`config.mk`:
```
export PLATFORM = sky130hd
export DESIGN_NAME = fetch_decode
export DESIGN_NICKNAME = d
export VERILOG_FILES = /design/src/rtl/fetch_decode.sv
export SDC_FILE = /design/constraint.sdc
export NUM_CORES = 1
export LEC_CHECK = 0
export CELL_PAD_IN_SITES_DETAIL_PLACEMENT = 1
export CELL_PAD_IN_SITES_GLOBAL_PLACEMENT = 1
export CORE_MARGIN = 4
export CORE_UTILIZATION = 31
export DETAILED_ROUTE_END_ITERATION = 12
export GPL_ROUTABILITY_DRIVEN = 0
export PLACE_DENSITY_LB_ADDON = 0.08
export SYNTH_ARGS = -nofsm -noshare
export SYNTH_HDL_FRONTEND = slang
export SYNTH_SLANG_ARGS = --single-unit
```
`constraint.sdc`:
```
create_clock -name clock -period 3.4 [get_ports clock]
set_clock_uncertainty 0.15 [all_clocks]
set_input_delay 0.68 -clock clock [delete_from_list [all_inputs] [get_ports clock]]
set_output_delay 0.68 -clock clock [all_outputs]
set_load 0.05 [all_outputs]
```
`src/rtl/fetch_decode.sv`:
```
// fetch_decode: instruction fetch + decode stage in front of the CPU control FSM.
//
// Owns the program counter and the instruction register (IR). A fetch runs a
// request/valid handshake to instruction memory with any latency of one cycle
// or more. The IR is decoded combinationally into opcode, is_alu_operation and
// operand fields. The PC advances on next_, either sequentially or by a
// conditional branch (BEQ/BNE) whose 4-bit signed offset is carried in rd.
//
// Ports:
//   clock, reset_n      clock, synchronous active-low reset
//   fetch_, next_       control strobes: start a fetch / advance the PC
//   halt_               CPU halted; the block parks in HALTED until reset
//   branch_cond         rs1==rs2 compare result, sampled with next_
//   imem_req/imem_addr  read request pulse and address (held until data returns)
//   imem_valid/rdata    read data return
//   fetch_busy          fetch in flight; the control FSM stalls on it
//   opcode..imm, pc     decoded IR fields and current PC
//   proto_err           sticky protocol-violation flag
//
// Optional build macro FETCH_DECODE_INSTR_COUNT_EN adds retired_count[15:0],
// a saturating count of accepted next_ strobes.
module fetch_decode #(
  parameter int ADDR_WIDTH   = 8,
  parameter int INSTR_WIDTH  = 16,
  parameter int OPCODE_SIZE  = 4,
  parameter int ALU_OP_COUNT = 8,
  parameter int BEQ_OP       = 12,
  parameter int BNE_OP       = 13,
  parameter int HALT_OP      = 15
) (
  input  logic                   clock,
  input  logic                   reset_n,
  input  logic                   fetch_,
  input  logic                   next_,
  input  logic                   halt_,
  input  logic                   branch_cond,
  output logic                   imem_req,
  output logic [ADDR_WIDTH-1:0]  imem_addr,
  input  logic                   imem_valid,
  input  logic [INSTR_WIDTH-1:0] imem_rdata,
  output logic                   fetch_busy,
  output logic [OPCODE_SIZE-1:0] opcode,
  output logic                   is_alu_operation,
  output logic [3:0]             rd,
  output logic [3:0]             rs1,
  output logic [3:0]             rs2,
  output logic [7:0]             imm,
  output logic [ADDR_WIDTH-1:0]  pc,
  output logic                   proto_err
`ifdef FETCH_DECODE_INSTR_COUNT_EN
  ,
  output logic [15:0]            retired_count
`endif
);

  typedef enum logic [1:0] {S_IDLE, S_REQ, S_WAIT, S_HALTED} state_e;

  localparam logic [OPCODE_SIZE-1:0] BEQ  = OPCODE_SIZE'(BEQ_OP);
  localparam logic [OPCODE_SIZE-1:0] BNE  = OPCODE_SIZE'(BNE_OP);
  localparam logic [OPCODE_SIZE-1:0] HALT = OPCODE_SIZE'(HALT_OP);
  // One extra bit so ALU_OP_COUNT == 2^OPCODE_SIZE still compares correctly.
  localparam logic [OPCODE_SIZE:0]   ALU_LIM = (OPCODE_SIZE+1)'(ALU_OP_COUNT);

  state_e                 state_q, state_d;
  logic [ADDR_WIDTH-1:0]  pc_q, pc_d;
  logic [ADDR_WIDTH-1:0]  addr_q, addr_d;
  logic [INSTR_WIDTH-1:0] ir_q, ir_d;
  logic                   err_q, err_d;
  logic                   busy_st, fetch_ok, next_ok, taken;
  logic [ADDR_WIDTH-1:0]  br_off;

  // Decode
  assign opcode           = ir_q[INSTR_WIDTH-1 -: OPCODE_SIZE];
  assign rd               = ir_q[11:8];
  assign rs1              = ir_q[7:4];
  assign rs2              = ir_q[3:0];
  assign imm              = ir_q[7:0];
  assign is_alu_operation = ({1'b0, opcode} < ALU_LIM);

  // Branch offset is rd, sign-extended; PC arithmetic wraps naturally.
  assign br_off = {{(ADDR_WIDTH-4){rd[3]}}, rd};
  assign taken  = ((opcode == BEQ) && branch_cond) || ((opcode == BNE) && !branch_cond);

  // Registered busy (REQ/WAIT) is what the protocol checks use; the output
  // additionally covers the accept cycle so the control FSM stalls at once.
  assign busy_st    = (state_q == S_REQ) || (state_q == S_WAIT);
  assign fetch_busy = busy_st || fetch_ok;
  assign imem_req   = (state_q == S_REQ);
  assign imem_addr  = addr_q;
  assign pc         = pc_q;
  assign proto_err  = err_q;

  always_comb begin
    state_d  = state_q;
    pc_d     = pc_q;
    addr_d   = addr_q;
    ir_d     = ir_q;
    err_d    = err_q;
    fetch_ok = 1'b0;
    next_ok  = 1'b0;

    if ((fetch_ && (busy_st || state_q == S_HALTED)) ||
        (next_ && busy_st) || (fetch_ && next_))
      err_d = 1'b1;

    unique case (state_q)
      S_IDLE: begin
        if (halt_) begin
          state_d = S_HALTED;
        end else if (fetch_ && !next_) begin
          fetch_ok = 1'b1;
          addr_d   = pc_q;
          state_d  = S_REQ;
        end else if (next_ && !fetch_) begin
          next_ok = 1'b1;
          pc_d    = pc_q + (taken ? br_off : ADDR_WIDTH'(1));
        end
      end
      // Data is never sampled in REQ, even if imem_valid is already high.
      S_REQ:  state_d = halt_ ? S_HALTED : S_WAIT;
      S_WAIT: begin
        if (halt_) begin
          state_d = S_HALTED;
        end else if (imem_valid) begin
          ir_d    = imem_rdata;
          state_d = S_IDLE;
        end
      end
      default: state_d = S_HALTED;
    endcase
  end

  always_ff @(posedge clock) begin
    if (!reset_n) begin
      state_q <= S_IDLE;
      pc_q    <= '0;
      addr_q  <= '0;
      ir_q    <= '0;
      err_q   <= 1'b0;
    end else begin
      state_q <= state_d;
      pc_q    <= pc_d;
      addr_q  <= addr_d;
      ir_q    <= ir_d;
      err_q   <= err_d;
    end
  end

`ifdef FETCH_DECODE_INSTR_COUNT_EN
  logic [15:0] cnt_q, cnt_d;

  // next_ is only accepted in IDLE, so the count is frozen in HALTED.
  always_comb begin
    cnt_d = cnt_q;
    if (next_ok && (cnt_q != 16'hFFFF))
      cnt_d = cnt_q + 16'd1;
  end

  always_ff @(posedge clock) begin
    if (!reset_n) cnt_q <= '0;
    else          cnt_q <= cnt_d;
  end

  assign retired_count = cnt_q;
`endif

  // HALT_OP is an encoding owned by the control FSM; it has no local effect.
  logic halt_op_unused;
  assign halt_op_unused = (opcode == HALT);

endmodule

```
==> results.txt, run 1 <==
status = finished clean
hold_buf cts = 0
PD cells = 375 nW/um2
post-route ant nets = 0
number of global-route vias before repair = 1,773
CTS Buf Count = 5
Clock power frac = 34.9%
Post-Place Worst Slack = -0.0463 ns
hold crit path type = reg -> reg
I/O pin count = 67
setup slack after layout = 0.289 ns
Setup crit end kind = register
fmax = 0.321 GHz
complex-gate fraction of the synthesized area = 15.6%
clk sinks = 35
port bufs = 66
CTS Buffer Depth = 2
cell area after layout = 2570 um2
xor/xnor share of the synthesized area = 1.94%
routed vias/inst = 4.84
drt drc = 0
distinct cell type count after synthesis = 39
Crit path arrival time = 3.17 ns
Post-synth EDFFs = 0
Max Slew Vio Count = 0
Max Fanout on Critical Path = 3
gr usage total = 14.8%
R2R cell count = 9
NetSw = 274 uW
initial drt markers = 99
end point of the critical path = pc[6]
unrepaired setup endpoints after global routing = false
vias = 1,654
area of placed instances = 2470 um2
adder-cell share of the synthesized area = 6.17%
Post-synth ARST share = 0%
multiplexer area fraction after synthesis = 5.74%
Finish-stage setup viols = 0
largest net degree at the start of global routing = 25
DIE WIDTH = 83.0 um
syn_nets = 236
Internal Power = 689 uW
sequential-to-total area share from yosys stat = 40.2%
gr ovfl total = 0
drt pass-1 iters = 4
first-pass GRT wire length = 8400 um
largest family of logic cells by synthesized area = simple AND/OR/NAND/NOR gates
clk slew on worst S/H paths = 0.07 ns
static leakage = 0.920 nW
sequential share of power = 44.9%
post-cts sizing count = 0
antenna violations before repair = 0
period utilization = 91.5%
area delta synth->final = 47.3%
Fin. Hold Viols = 0
Fill cells = 660
crit path kind = in -> reg
relative slew slack = 64.5%
Min Hold Slack = 0.302 ns
clock latency on the worst-skew pair = 0.28 ns
syn avg cell area = 8.50 um2
Yosys warning count = 0
Primary FF master, synth = dfxtp_1
TritonCTS clock tree = built
Die Ht = 83.0 um
peak supply drop = 0.187 mV
post-DP HPWL = 3680 um
Post-Route WL = 4820 um
Initial Utilization = 31.8%
Logic pwr share = 20.2%
num rows = 27
H-tree depth = 2
worst r2r dst = pc[6]
post-CTS setup buffers = 0
Cell Area, Synth = 1740 um2
fin crit period = 3.11 ns
die area = 6890 um2
max cap viols = 0
Final Net Count = 300
post-synthesis simple-gate area fraction = 23.0%
Worst-Margin Slew = 0.530 ns
diodes inserted = 0
CP Launch Point = branch_cond
proportion of layout cells with a drive suffix above 1 = 8.89%
Mapped Cells = 205
drt wl/cell = 14.1 um
CTS root buf = clkbuf_8
Critical Path Source Type = input pin
worst path required time = 3.46 ns
RR Startpoint = ir_q[12]
switch share = 28.4%
core area = 5470 um2
worst reg-to-reg setup slack = 0.79 ns
post-synthesis register bit count = 35
metrics by stage:
stage	utilization, %	instances	power (mW)	TNS [ns]
after floorplan	-	205	0.555	0
after global placement	45.1	334	0.637	0
after detailed placement	45.1	334	0.638	-0.0463
after CTS	46.9	342	0.979	0
after global routing	46.9	342	1.01	0
final	46.9	342	0.963	0
cells by family after synthesis:
| family | after synthesis |
|---|---|
| buffers and inverters | 26 |
| flip-flops | 35 |
| AND/OR/NAND/NOR | 77 |
| XOR/XNOR | 3 |
| multiplexers | 10 |
| adder cells (fa/ha/maj) | 8 |
| AO/OA/AOI/OAI | 46 |
state kept, by name, indices dropped and copies added (netlist names):
signal	cells
pc	8
proto_err	1
state_q	2
ir_q	16
imem_addr	8
area by class of cell:
class / instances / area [um2] / area share, %
multi-input combinational: 144 / 920 / 35.8
timing repair buffer: 72 / 716 / 27.9
sequential: 35 / 701 / 27.3
clock buffer: 8 / 100 / 3.90
tap: 72 / 90.1 / 3.51
inverter: 11 / 41.3 / 1.61
critical path, cell delays in order:
cell and delay [ns]:
clkdlybuf4s50_1 0.44, xnor2_2 0.16, nor3_1 0.30, nand2_1 0.15, fa_1 0.45, nor2b_1 0.23
o2111ai_1 0.14, a2bb2oi_1 0.16, or3_1 0.32, a21oi_1 0.14
synthesized netlist by cell type, drive strengths merged, types with 3 or more instances:
cell type | n | area (um2)
ha | 7 | 87.6
mux2i | 10 | 100
dfxtp | 35 | 701
a211oi | 4 | 35.0
buf | 9 | 65.1
or3 | 4 | 25.0
nor2 | 13 | 56.3
nand2b | 3 | 18.8
inv | 10 | 37.5
xnor2 | 3 | 33.8
clkbuf | 6 | 22.5
nand2 | 43 | 161
a21oi | 27 | 135
o21ai | 7 | 35.0
metal layers:
layer  global-route usage [%]  vias to the layer above  wire [um]
met3                     4.96                        5        293
met2                     24.0                       48       2220
met1                     18.5                      785       2250
met4                     4.90                        0         59
met5                        0                        -          0
li1                         -                      816          -
cells in the final DEF (no fill, tap or decap), types with 2 or more instances in the layout:
cell,count
dfxtp_1,35
nor2_1,12
or2_2,2
clkdlybuf4s50_1,65
nand2_1,43
a21oi_1,27
o21ai_0,7
clkbuf_8,7
nand2b_1,3
mux2i_1,10
ha_1,7
inv_1,10
nor3_1,2
a211oi_1,3
buf_4,6
xnor2_1,2
or3_1,4
worst min-delay path by stage:
stage / slack (ns) / cells past startpoint / endpoint / start
2_1_floorplan: 0.31 / 2 / state_q[1] / state_q[1]
5_1_grt: 0.34 / 2 / proto_err / proto_err
3_5_place_dp: 0.30 / 2 / proto_err / proto_err
3_3_place_gp: 0.29 / 2 / proto_err / proto_err
4_1_cts: 0.31 / 2 / proto_err / proto_err
6_report: 0.30 / 2 / proto_err / proto_err
power by group through the flow:
stage | registers, mW | clock network [mW] | logic (mW)
global placement | 0.442 | 0 | 0.195
CTS | 0.432 | 0.350 | 0.198
finish | 0.432 | 0.336 | 0.195
floorplan | 0.467 | 0 | 0.0881
detailed placement | 0.442 | 0 | 0.196
global route | 0.434 | 0.370 | 0.208
Power figures use the tool's default switching activity.
==> inputs of run 2 (changes only) <==
--- a/config.mk
+++ b/config.mk
@@ -5,6 +5,7 @@
 export SDC_FILE = /design/constraint.sdc
 export NUM_CORES = 1
 export LEC_CHECK = 0
+export CAP_MARGIN = 20
 export CELL_PAD_IN_SITES_DETAIL_PLACEMENT = 1
 export CELL_PAD_IN_SITES_GLOBAL_PLACEMENT = 1
 export CORE_MARGIN = 4
==> results of run 2 <==
No change in the layout: final DEF, timing and power equal those of run 1.
